### src/rtl/uart_rx.sv
// 8N1 UART receiver: synchronizes the serial line, validates the start bit,
// samples 8 data bits LSB-first at mid-bit and checks the stop bit.
module uart_rx #(
  parameter int unsigned BAUD_END = 5207,
  parameter int unsigned BAUD_M   = BAUD_END / 2,
  parameter int unsigned BIT_END  = 9
) (
  input  logic       clk,
  input  logic       rst_n,
  input  logic       rs232_rx,
  output logic [7:0] rx_data,
  output logic       rx_done,
  output logic       frame_err,
  output logic       rx_busy
);

  localparam int unsigned BAUD_W = 13;
  localparam int unsigned BIT_W  = 4;

  typedef enum logic [1:0] {
    IDLE  = 2'd0,
    START = 2'd1,
    DATA  = 2'd2,
    STOP  = 2'd3
  } state_e;

  state_e              state_q, state_d;
  logic [BAUD_W-1:0]   baud_cnt_q, baud_cnt_d;
  logic [BIT_W-1:0]    bit_cnt_q, bit_cnt_d;
  logic [7:0]          shift_q, shift_d;
  logic [7:0]          rx_data_q, rx_data_d;
  logic                rx_done_q, rx_done_d;
  logic                frame_err_q, frame_err_d;
  logic                rx_busy_q, rx_busy_d;
  logic                rx_r1_q, rx_r2_q, rx_r3_q;

  logic                fall_c;
  logic                sample_c;
  logic                wrap_c;
  logic [2:0]          bit_idx_c;

  assign fall_c    = rx_r3_q & ~rx_r2_q;
  assign sample_c  = (baud_cnt_q == BAUD_W'(BAUD_M));
  assign wrap_c    = (baud_cnt_q == BAUD_W'(BAUD_END));
  assign bit_idx_c = 3'(bit_cnt_q - BIT_W'(1));

  // State, counters, synchronizer and registered outputs
  always_ff @(posedge clk) begin
    if (!rst_n) begin
      state_q     <= IDLE;
      baud_cnt_q  <= '0;
      bit_cnt_q   <= '0;
      shift_q     <= '0;
      rx_data_q   <= '0;
      rx_done_q   <= 1'b0;
      frame_err_q <= 1'b0;
      rx_busy_q   <= 1'b0;
      rx_r1_q     <= 1'b1;
      rx_r2_q     <= 1'b1;
      rx_r3_q     <= 1'b1;
    end else begin
      state_q     <= state_d;
      baud_cnt_q  <= baud_cnt_d;
      bit_cnt_q   <= bit_cnt_d;
      shift_q     <= shift_d;
      rx_data_q   <= rx_data_d;
      rx_done_q   <= rx_done_d;
      frame_err_q <= frame_err_d;
      rx_busy_q   <= rx_busy_d;
      rx_r1_q     <= rs232_rx;
      rx_r2_q     <= rx_r1_q;
      rx_r3_q     <= rx_r2_q;
    end
  end

  // Next-state and output logic
  always_comb begin
    state_d     = state_q;
    baud_cnt_d  = baud_cnt_q;
    bit_cnt_d   = bit_cnt_q;
    shift_d     = shift_q;
    rx_data_d   = rx_data_q;
    rx_done_d   = 1'b0;
    frame_err_d = 1'b0;

    if (state_q != IDLE) begin
      if (wrap_c) begin
        baud_cnt_d = '0;
        bit_cnt_d  = bit_cnt_q + BIT_W'(1);
      end else begin
        baud_cnt_d = baud_cnt_q + BAUD_W'(1);
      end
    end

    unique case (state_q)
      IDLE: begin
        // A line already low (break) never starts a frame; an edge is required
        baud_cnt_d = '0;
        bit_cnt_d  = '0;
        if (fall_c) state_d = START;
      end
      START: begin
        if (sample_c) state_d = rx_r2_q ? IDLE : DATA;
      end
      DATA: begin
        if (sample_c) begin
          shift_d[bit_idx_c] = rx_r2_q;
          if (bit_cnt_q == BIT_W'(BIT_END - 1)) state_d = STOP;
        end
      end
      STOP: begin
        // Leave mid stop bit so a start edge right after it is not missed
        if (sample_c) begin
          if (rx_r2_q) begin
            rx_data_d = shift_q;
            rx_done_d = 1'b1;
          end else begin
            frame_err_d = 1'b1;
          end
          state_d = IDLE;
        end
      end
      default: state_d = IDLE;
    endcase

    rx_busy_d = (state_d != IDLE);
  end

  assign rx_data   = rx_data_q;
  assign rx_done   = rx_done_q;
  assign frame_err = frame_err_q;
  assign rx_busy   = rx_busy_q;

endmodule
### config.mk
export PLATFORM = sky130hd
export DESIGN_NAME = uart_rx
export DESIGN_NICKNAME = d
export VERILOG_FILES = /design/src/rtl/uart_rx.sv
export SDC_FILE = /design/constraint.sdc
export NUM_CORES = 1
export LEC_CHECK = 0
export ABC_AREA = 1
export ABC_CLOCK_PERIOD_IN_PS = 1410
export CAP_MARGIN = 25
export CORE_AREA = 2 2 93 95
export DETAILED_ROUTE_END_ITERATION = 10
export DIE_AREA = 0 0 95 97
export GPL_ROUTABILITY_DRIVEN = 0
export PLACE_DENSITY = 0.5
export SYNTH_ARGS = -nofsm -noshare
export SYNTH_HDL_FRONTEND = slang
export SYNTH_SLANG_ARGS = --single-unit
### constraint.sdc
create_clock -name clk -period 1.41 [get_ports clk]
set_input_delay 0.282 -clock clk [delete_from_list [all_inputs] [get_ports clk]]
set_output_delay 0.282 -clock clk [all_outputs]
set_load 0.1 [all_outputs]
* Yosys cells after proc, flatten, opt, wreduce, memory -nomap -nowiden
Index checks and enable logic that the tools add are counted.
** Word-level totals
- Bits in registers :: 41
- Bits in read-only memories :: 0
- Memories :: 0
- Word-level logic and storage cells :: 47
- Latch bits :: 0
- Memory bits (writable) :: 0
- Output and inout port bits :: 11
** Operators by class
- Add/sub/neg operators :: 3
- Order comparisons :: 2
- Mux-type cells :: 13
- $mul :: 0
- Shift operators :: 0
- Bitwise logic cells :: 3
- Reductions and logical operators :: 9
- Equal/unequal tests :: 6
- Div/mod/pow operators :: 0
** Operators with widths (count)
- adder 13 x 1 -> 13 bit, second input constant :: 1
- equality test 13 x 12 -> 1 bit, second input constant :: 1
- equality test 13 bit, second input constant :: 1
- two-way mux 13 bit :: 1
- two-way mux 2 bit :: 6
- bitwise mux 8 bit :: 1
- case mux 2 bit (4 select lines) :: 1
- AND reduction 3 bit :: 2
- adder 4 x 1 -> 4 bit, second input constant :: 1
- equality test 2 bit, second input constant :: 2
- equality test 4 bit, second input constant :: 1
- < comparator 3 x 4 -> 1 bit, second input constant :: 1
- AND reduction 2 bit :: 2
- nonzero test 2 bit :: 2
- demux 1 bit (select 3 bit) :: 1
- greater-or-equal comparator 3 x 1 -> 1 bit, second input constant :: 1
- two-way mux 1 bit :: 3
- subtractor 3 x 1 -> 3 bit, second input constant :: 1
- equality test 2 x 1 -> 1 bit, second input constant :: 1
- zero test 2 bit :: 1
- NOT 1 bit :: 2
- OR reduction 2 bit :: 1
- bitwise AND 1 bit :: 1
- logical AND 1 bit :: 1

* Depth between registers and ports, before layout
Gate-level depths: netlist of run 1.
- Depth in word-level cells :: 6
- Depth in mapped cells :: 9

* Worst setup path before layout of run 1
No wires, ideal clock.
- Kind :: register to register
- Start :: register bit_cnt_q[0]
- End :: register shift_q[3]
- Buffers on the path :: 0
- Arrival time :: 1.313 ns
- Period minus slack after synthesis :: 1.445 ns
- Setup time :: 0.132 ns
- Required time :: 1.278 ns
- Cell stages (with the launch flop) :: 9
- Setup slack :: -0.035 ns
- Path through :: dfxtp_1 > inv_1 > ha_1 > inv_1 > nand3_1 > nor2_1 > nand3_1 > nand2_1 > a21oi_1
** Between the ends
- Cells in the longest elaborated chain, start to end :: 6
** Ends and longest elaborated chain
- from (decl) :: line 29 : logic [BIT_W-1:0] bit_cnt_q, bit_cnt_d;
- from (signal assigned) :: line 64 : bit_cnt_q <= bit_cnt_d;
- subtractor 3 x 1 -> 3 bit * :: line 45 : assign bit_idx_c = 3'(bit_cnt_q - BIT_W'(1));
- via bit_idx_c[0] :: line 40 : logic [2:0] bit_idx_c;
- < comparator 3 x 4 -> 1 bit (implied by the code) or greater-or-equal comparator 3 x 1 -> 1 bit (tied branches) :: line 107 : shift_d[bit_idx_c] = rx_r2_q;
- logical AND 1 bit (implied by the code) :: line 107
- two-way mux 1 bit (implied by the code) :: line 107
- demux 1 bit (select 3 bit) * :: line 107
- bitwise mux 8 bit * :: line 107
- to (signal assigned) :: line 65 : shift_q <= shift_d;
- to (decl) :: line 30 : logic [7:0] shift_q, shift_d;
Mark *: on every way through the listed nets, which the timed path passes. The rest lies on a longest branch.
A chain may end at the register's enable or synchronous reset.

* Worst setup path in the final report of run 1
- Start :: register baud_cnt_q[1]
- End :: register shift_q[2]
** Between the ends
- Cells in the longest elaborated chain, start to end :: 2
** Ends and longest elaborated chain
- from (decl) :: line 28 : logic [BAUD_W-1:0] baud_cnt_q, baud_cnt_d;
- from (signal assigned) :: line 63 : baud_cnt_q <= baud_cnt_d;
- equality test 13 x 12 -> 1 bit :: line 43 : assign sample_c = (baud_cnt_q == BAUD_W'(BAUD_M));
- AND reduction 2 bit (no source line)
No other way between the ends.

==> qor.csv, run 1 <==
metric,value,unit
overflow,0,
grt_max_degree,25,
synth_edf_count,0,
fin_util,34.3,%
rows,33,
hold_viol,0,
finalMaxSlewViolations,0,
hold_ws,421,ps
antenna_found_initial,0,
synth-seq-area-share,41.1,%
period_minus_slack,1390,ps
dr.first_iter.drc_count,75,
power.density,808,nW/um2
synth_flop_cell,dfxtp_1,
crit_start,baud_cnt_q[1]$_SDFFE_PP0N_,
synthArstFlopShare,0,%
synth_compound_area_share,7.21,%
drc_errors,0,
r2r-end,shift_q[2]$_SDFFE_PN0P_,
vias_per_cell,4.39,
yosys.area_share.simple,39.0,%
synth_fp_nets,285,
startpoint_type,register,
grt_use_total,10.7,%
clock_skew,8.74,ps
most-common-layout-cells,"nand2_1 (52), dfxtp_1 (35), nor2_1 (25)",
cap_violations,0,
worstMarginPinSlew,303,ps
min_from,rx_r1_q$_SDFF_PN1_,
finalSetupViolCount,0,
synth_cells,279,
routed_wl,4610,um
dieHeight,97,um
multi_input_area,1130,um2
clkLatencyLatePin,290,ps
clock_sinks,41,
dieArea,9220,um2
status,"finished, final reports clean",
htreeDepth,2,
min_path_cells,1,
reg2reg_depth,8,
dp_hpwl,3360,um
synth_area_leader_cell,dfxtp_1,
period_share,98.6,%
ir_drop,0.539,mV
clk_transition_reported_paths,90,ps
hold_path.class,reg -> reg,
rrSetupSlack,20,ps
clock-root-buffer,clkbuf_8,
cp_data_required_time,1640,ps
whs_endpoint,rx_r2_q$_SDFF_PN1_,
nNetsFinal,323,
ios,14,
wl_per_cell,10.9,um
synth_mux_area_share,0,%
rsz0062_at_grt,true,
crit_fanout,24,
dp.cells,413,
worst_r2r_startpoint,baud_cnt_q[1]$_SDFFE_PP0N_,
p_leak,1.02,nW
fin_setup_tns,0,ps
yosys_warnings,0,
synth.distinct_cells,29,
grt_pass1_wl,8040,um
ys_ff_latch,41,
mostFrequentLayoutCell,nand2_1,
crit_arrival,1620,ps
synth_top_family_by_area,simple AND/OR/NAND/NOR gates,
die_w,95,um
syn-cell-area,2000,um2
crit_type,reg -> reg,
ant_nets,0,
ff_latch_area,828,um2
port_buffers,13,
fmax,719,MHz
drive_gt1_share,32.4,%
clock_path_buffers,2,
synth.area.top_cells,"dfxtp_1 (41%), nand2_1 (10%), nor2_1 (7.5%)",
first_pass_iters,4,
area_growth,39.8,%
n_antenna_cell,0,
slew_headroom,79.8,%
synthXorXnorAreaFrac,1.75,%
syn_area_per_cell,7.16,um2
grt_pass1_vias,1831,
nFillCells,850,
final_cells,423,
core,8130,um2
dr_total_vias,1859,
cts_buffers,5,
synth_top_area_share,41.1,%
cts_tree,built,
endpoint_kind,register,
start_util,24.6,%
synthAdderAreaFrac,1.88,%
[how the worst max path moves through the flow]
stage	slack, ps	depth (start not counted)	end
after detailed placement	-140	7	baud_cnt_q[11]$_SDFFE_PP0N_
after floorplan	30	8	shift_q[3]$_SDFFE_PN0P_
after CTS	-3	8	baud_cnt_q[11]$_SDFFE_PP0N_
after global routing	-90	7	shift_q[7]$_SDFFE_PN0P_
after global placement	-140	9	rx_busy$_SDFF_PN0_
final	20	8	shift_q[2]$_SDFFE_PN0P_
[kinds of logic (layout without fill, tap and decap cells)]
family | Yosys count | in the layout
DFF | 41 | 41
AOI/OAI and AO/OA | 28 | 28
and+or+nand+nor | 161 | 161
xor gates and xnor gates | 4 | 4
buffers and inverters | 42 | 81
adders and majority gates | 3 | 3
[metrics by stage]
| step | cell area, um2 | total power [W] | worst slack [ps] |
|---|---|---|---|
| floorplan | 2000 | 0.00124 | 31.5 |
| global placement | 2510 | 0.00128 | -141 |
| detailed placement | 2510 | 0.00128 | -142 |
| CTS | 2670 | 0.00229 | -2.78 |
| global route | 2790 | 0.00234 | -91.9 |
| finish | 2790 | 0.00226 | 19.2 |
[where the power goes]
group / internal, W / switching, W
Sequential: 0.00116 / 0.00000442
Combinational: 0.0000356 / 0.0000510
Clock: 0.000576 / 0.000426
[layer usage]
metal  vias to the layer above  track usage (%)  routed length [um]
met5                         -                0                   0
met1                       849             13.6                2190
met2                        20             17.9                2270
met3                         2             2.41                 112
li1                        988                -                   -
met4                         0             3.12                  40
[area by class of cell]
| cell class | count | area share [%] |
|---|---|---|
| Multi-Input combinational cell | 196 | 40.5 |
| Timing Repair Buffer | 39 | 16.3 |
| Clock buffer | 6 | 2.96 |
| Sequential cell | 41 | 29.7 |
| Tap cell | 105 | 4.70 |
| Inverter | 34 | 4.57 |
| Clock inverter | 2 | 1.34 |
[state kept, by name, indices dropped and copies added (netlist names), 2 cells and up]
| register | flops |
|---|---|
| baud_cnt_q | 13 |
| bit_cnt_q | 4 |
| rx_data | 8 |
| shift_q | 8 |
| state_q | 2 |
[repair_timing]
item | CTS | global route
setup buffers | 1 | 1
pin swaps | 2 | 9
gates resized for setup | 9 | 40
hold buffers | 0 | 0
endpoints found under the setup margin | 30 | 33
[critical path: stages (launching register included)]
cell	delay (ps)
dfxtp_2	360
ha_4	170
inv_2	40
nor2_2	100
nand2_2	90
nor2_8	120
buf_12	160
nand4_1	120
a21oi_2	160
[cell usage after synthesis (4+ instances only)]
library cell / count
nand4_1: 19
o21ai_0: 4
nor3b_1: 4
xor2_1: 4
nand3_1: 24
inv_1: 27
dfxtp_1: 41
nor3_1: 5
inv_2: 6
nor2_1: 40
nand2_1: 55
a21oi_1: 22
Note: power is estimated with default switching activity, not from simulation.
==> run 2, diff against run 1 <==
Settings changed: ABC_AREA 1 to not set, CORE_AREA 2 2 93 95 to 2 2 89 91, DIE_AREA 0 0 95 97 to 0 0 91 93, PLACE_DENSITY 0.5 to 0.51.
==> run 2 against run 1 <==
Net effect:
- the flow now finishes with violations (setup timing)
- non-clock buffer count rose by 14
- clock power about the same
- first-iteration DRC count down 13%
- setup slack got worse by 210 ps
- die area shrank 8.2%
- final area grew 6.2%
- final cell count fell by 16%
- critical endpoint is now rx_data[6]$_SDFFE_PN0P_
- largest power group unchanged
==> qor.csv, run 2 <==
metric,value,unit
synth_edf_count,0,
clk_transition_reported_paths,90,ps
rows,32,
synth_most_common_cell,dfxtp_1,
antenna_found_initial,0,
cp_slowest_cell,or4b_4,
power.density,747,nW/um2
synth_flop_cell,dfxtp_1,
drive_gt1_share,44.5,%
yosys_warnings,0,
finalSetupViolCount,33,
crit_type,reg -> reg,
grt_pass1_wl,7400,um
hold_path.class,reg -> reg,
largest_reg_flops,13,
dp_hpwl,3070,um
clock_sinks,41,
synth_top_area_share,44.5,%
synthTopCellsByCount,"dfxtp_1 (41), nor2_1 (21), nand3_1 (14), nand2_1 (13), a21oi_1 (11)",
multi_input_area,1260,um2
fin_ws,-194,ps
startpoint_type,register,
clock_skew,10.0,ps
cp_num_cells,6,
synthArstFlopShare,0,%
ir_drop,0.266,mV
synth.area.top_cells,"dfxtp_1 (44%), mux2i_1 (5.4%), nor2_1 (4.3%)",
worstMarginPinSlew,502,ps
status,finished with violations,
cpPeakStageDelay,510,ps
path_cells,ha_4 -> or4b_4 -> nor3_4 -> buf_6 -> nand3_1 -> a21oi_1,
cp_top_family,simple AND/OR/NAND/NOR gates,
n_antenna_cell,0,
dieHeight,93,um
dieArea,8460,um2
top_register,baud_cnt_q,
fin_setup_tns,-3600,ps
grt_use_total,11.0,%
cp_data_required_time,1640,ps
core,7530,um2
fin_util,39.4,%
clock_path_buffers,2,
nFillCells,766,
endpoint_kind,register,
crit_fanout,8,
cts_buffers,5,
ys_ff_latch,41,
clock-root-buffer,clkbuf_8,
htreeDepth,2,
ios,14,
finalMaxSlewViolations,0,
p_leak,1.00,nW
die_w,91,um
synth-seq-area-share,44.5,%
drc_errors,0,
ctsHoldBuffers,0,
nNetsFinal,259,
fmax,623,MHz
period_minus_slack,1600,ps
vias_per_cell,4.58,
routed_wl,4450,um
hold_viol,0,
overflow,0,
reg2reg_depth,6,
cap_violations,0,
syn-cell-area,1850,um2
first_pass_iters,4,
crit_arrival,1840,ps
min_path_cells,1,
wl_per_cell,12.5,um
grt_pass1_vias,1523,
grt_max_degree,15,
synth.distinct_cells,38,
port_buffers,13,
top_layer,met4,
wl_met2,2300,um
cts_tree,built,
clkLatencyLatePin,300,ps
ant_nets,0,
rsz0062_at_grt,true,
start_util,24.5,%
route.met3.wl,103,um
period_share,114,%
synth_cells,205,
synth_fp_nets,211,
synth_area_leader_cell,dfxtp_1,
ff_latch_area,843,um2
preCtsSetupSlack,-286,ps
slew_headroom,66.5,%
violations,setup timing,
wl_met1,1970,um
mostFrequentLayoutCell,buf_4,
area_growth,60.7,%
dr_total_vias,1632,
path_buf_inv,1,
dr.first_iter.drc_count,65,
syn_area_per_cell,9.00,um2
most-common-layout-cells,"buf_4 (32), dfxtp_1 (31), nand2_1 (13)",
[run 2: cell count changes in the layout (fill, tap and decap cells not counted), sizes merged, moves of 9 or more]
cell   delta
buf      +14
nor2     -23
nand2    -44
nand3    -12
inv      -26
a21oi    -11
xnor2     +9
mux2i    +10
nand4    -11
[run 2: routing by layer]
layer  GRT usage (%)  up-vias
met2            18.0       16
met5               0        -
met3            2.58        7
met4            4.92        0
li1                -      823
met1            13.7      786
[run 2: final timing paths]
kind	start	end	slack (ps)
worst max-delay path	baud_cnt_q[0]$_SDFFE_PP0N_	rx_data[6]$_SDFFE_PN0P_	-190
worst min-delay path	rx_r1_q$_SDFF_PN1_	rx_r2_q$_SDFF_PN1_	410
worst min register to register	rx_r1_q$_SDFF_PN1_	rx_r2_q$_SDFF_PN1_	410
worst max register to register	baud_cnt_q[0]$_SDFFE_PP0N_	rx_data[6]$_SDFFE_PN0P_	-190
[run 2: worst reg2reg max path: stages, from the launching register on]
cell	delay, ps
dfxtp_2	360
ha_4	160
or4b_4	510
nor3_4	140
buf_6	150
nand3_1	70
a21oi_1	150
[run 2: kinds of logic (layout without fill, tap and decap cells)]
| family | after synthesis | in the layout | share of synthesized area (%) |
|---|---|---|---|
| compound gates | 28 | 28 | 8.75 |
| xor+xnor | 14 | 14 | 6.64 |
| fa+ha+maj | 3 | 3 | 2.03 |
| buf+inv | 19 | 68 | 5.08 |
| flops | 41 | 41 | 44.5 |
| mux | 10 | 10 | 5.42 |
| simple gates | 90 | 90 | 27.6 |
[run 2: per-stage QoR]
stage,instance area (um2),hold WS [ps],cells,total power [W]
finish,2970,414,356,0.00222
global route,2970,440,356,0.00231
CTS,2780,419,355,0.00225
detailed placement,2480,396,342,0.00127
global placement,2480,388,342,0.00127
floorplan,1920,377,205,0.00124
[run 2: area by class of cell]
class / instances / area share [%]
clock buffers: 5 / 2.32
clock inverters: 3 / 1.56
inverters: 7 / 0.886
multi-input cells: 145 / 42.4
flip-flops and latches: 41 / 28.4
well taps: 102 / 4.30
repair buffers: 53 / 20.1
[run 2: repair_timing]
item / 4_1_cts / 5_1_grt
endpoints found under the setup margin: 34 / 36
cloned: 1 / 0
hold endpoints to repair: 0 / 0
pin swaps: 11 / 22
gates resized for setup: 28 / 40
setup buffers: 4 / 1
[run 2: where the power goes]
group | switching [W] | internal [W] | leakage (nW)
Clock | 0.000437 | 0.000530 | 0.0543
Combinational | 0.0000496 | 0.0000381 | 0.609
Sequential | 0.00000599 | 0.00116 | 0.337
Total | 0.000493 | 0.00172 | 1.00
==> run 3, diff against run 2 <==
Settings changed: CORE_AREA 2 2 89 91 to 2 2 71 73, DIE_AREA 0 0 91 93 to 0 0 73 75, PLACE_DENSITY 0.51 to 0.69, SLEW_MARGIN set to 20.
==> run 3 against run 2 <==
Net effect:
- the flow still finishes with violations (setup timing)
- die area decreased by 35%
- flip-flop and latch count unchanged
- worst hold slack got worse by 2.7 ps
- final area decreased by 1.1%
- first-iteration DRC count increased by 20%
- via count increased by 5.0%
- clock skew decreased by 3.3 ps
- critical path type unchanged
- largest cell class unchanged
- highest routed layer unchanged
==> qor.csv, run 3 (synthesis gave the netlist of run 2 again) <==
metric,value,unit
busiest_layer,met2,
clk_transition_reported_paths,80,ps
ios,14,
ant_nets,0,
clock_skew,6.68,ps
rows,25,
p_leak,1.02,nW
period_minus_slack,1700,ps
cap_violations,0,
final_cells,315,
fin_ws,-288,ps
largest_reg_flops,13,
cts_buffers,5,
mostFrequentLayoutCell,buf_4,
most-common-layout-cells,"buf_4 (40), dfxtp_1 (35), nor2_1 (17)",
top_register,baud_cnt_q,
routed_wl,5110,um
dieArea,5480,um2
dr.first_iter.drc_count,78,
clock_path_buffers,2,
start_util,39.6,%
crit_arrival,1910,ps
dp.cells,301,
vias_per_cell,5.44,
preCtsSetupSlack,-291,ps
grt_use_total,18.6,%
hold_viol,0,
clock-root-buffer,clkbuf_8,
area_growth,59.1,%
rsz0062_at_grt,true,
startpoint_type,register,
antenna_found_initial,0,
first_pass_iters,4,
violations,setup timing,
period_share,120,%
power.density,755,nW/um2
endpoint_kind,register,
core,4660,um2
clock_sinks,41,
dp_hpwl,2960,um
nNetsFinal,266,
die_w,73,um
crit_type,reg -> reg,
dieHeight,75,um
hold_path.class,reg -> reg,
port_buffers,13,
dr_total_vias,1713,
slew_headroom,69.1,%
grt_pass1_wl,7680,um
cts_tree,built,
finalMaxSlewViolations,0,
drive_gt1_share,45.6,%
grt_max_degree,15,
ir_drop,0.397,mV
crit_fanout,5,
met3_usage,4.02,%
cp_data_required_time,1630,ps
met2_usage,31.7,%
status,finished with violations,
worstMarginPinSlew,459,ps
htreeDepth,2,
grtUsageMet1,22.4,%
clkLatencyLatePin,300,ps
wl_per_cell,16.2,um
finalSetupViolCount,36,
overflow,0,
drc_errors,0,
fmax,589,MHz
n_antenna_cell,0,
grt_pass1_vias,1635,
==> run 3: cell count changes in the layout (fill, tap and decap cells not counted), moves of 3 or more <==
cell | previous run | this run
buf_4 | 32 | 40
a21oi_2 | 2 | 8
a21oi_1 | 9 | 3
o21ai_1 | 1 | 6
nand3_2 | 2 | 6
o21ai_0 | 10 | 5
nand3_4 | 0 | 4
nor2_1 | 11 | 17
nand3_1 | 12 | 4
dfxtp_1 | 31 | 35
dfxtp_4 | 4 | 1
nor2_4 | 10 | 4
==> run 3: power breakdown <==
part,switching (W),internal (W),leakage [nW]
Clock,0.000436,0.000530,0.0543
Sequential,0.00000617,0.00116,0.334
Combinational,0.0000485,0.0000343,0.633
==> run 3: worst paths after layout <==
kind	depth (start not counted)	endpoint	slack, ps	start
worst min register to register	1	rx_r2_q$_SDFF_PN1_	410	rx_r1_q$_SDFF_PN1_
worst max-delay path	5	shift_q[0]$_SDFFE_PN0P_	-290	baud_cnt_q[0]$_SDFFE_PP0N_
worst max register to register	5	shift_q[0]$_SDFFE_PN0P_	-290	baud_cnt_q[0]$_SDFFE_PP0N_
worst min-delay path	1	rx_r2_q$_SDFF_PN1_	410	rx_r1_q$_SDFF_PN1_
==> run 3: final cells by class <==
cell class	count	area [um2]
fill	309	1730
clock inverter	3	46.3
inverter	7	26.3
multi-input combinational	145	1260
sequential	41	831
clock buffer	5	68.8
tap	54	67.6
timing repair buffer	60	637
==> run 3: through the flow <==
stage	hold slack (ps)	power, W	util [%]	setup TNS, ps	cell area, um2
4_1_cts	416	0.00223	59.6	-4710	2780
6_report	412	0.00222	63.0	-5660	2940
2_1_floorplan	377	0.00124	-	-2040	1920
5_1_grt	432	0.00228	63.0	-9040	2940
3_5_place_dp	397	0.00127	52.8	-4590	2460
3_3_place_gp	388	0.00127	52.8	-3940	2460
==> run 3: layer usage <==
metal  wire length [um]  vias to the layer above
met1               2230                      826
met5                  0                        -
li1                   -                      835
met3                141                       13
met4                142                        0
met2               2600                       39
==> run 3: critical path: stages (launching register included) <==
cell and delay, ps:
dfxtp_2 360, ha_4 150, or4b_4 500, nor2_4 170
nand4_1 170, mux2i_1 260
==> run 3: repair_timing <==
| item | in CTS | in global routing |
|---|---|---|
| pin swaps | 31 | 13 |
| setup endpoints to repair | 34 | 36 |
| gates resized for setup | 29 | 34 |
| setup buffers | 4 | 2 |
| hold buffers | 0 | 0 |
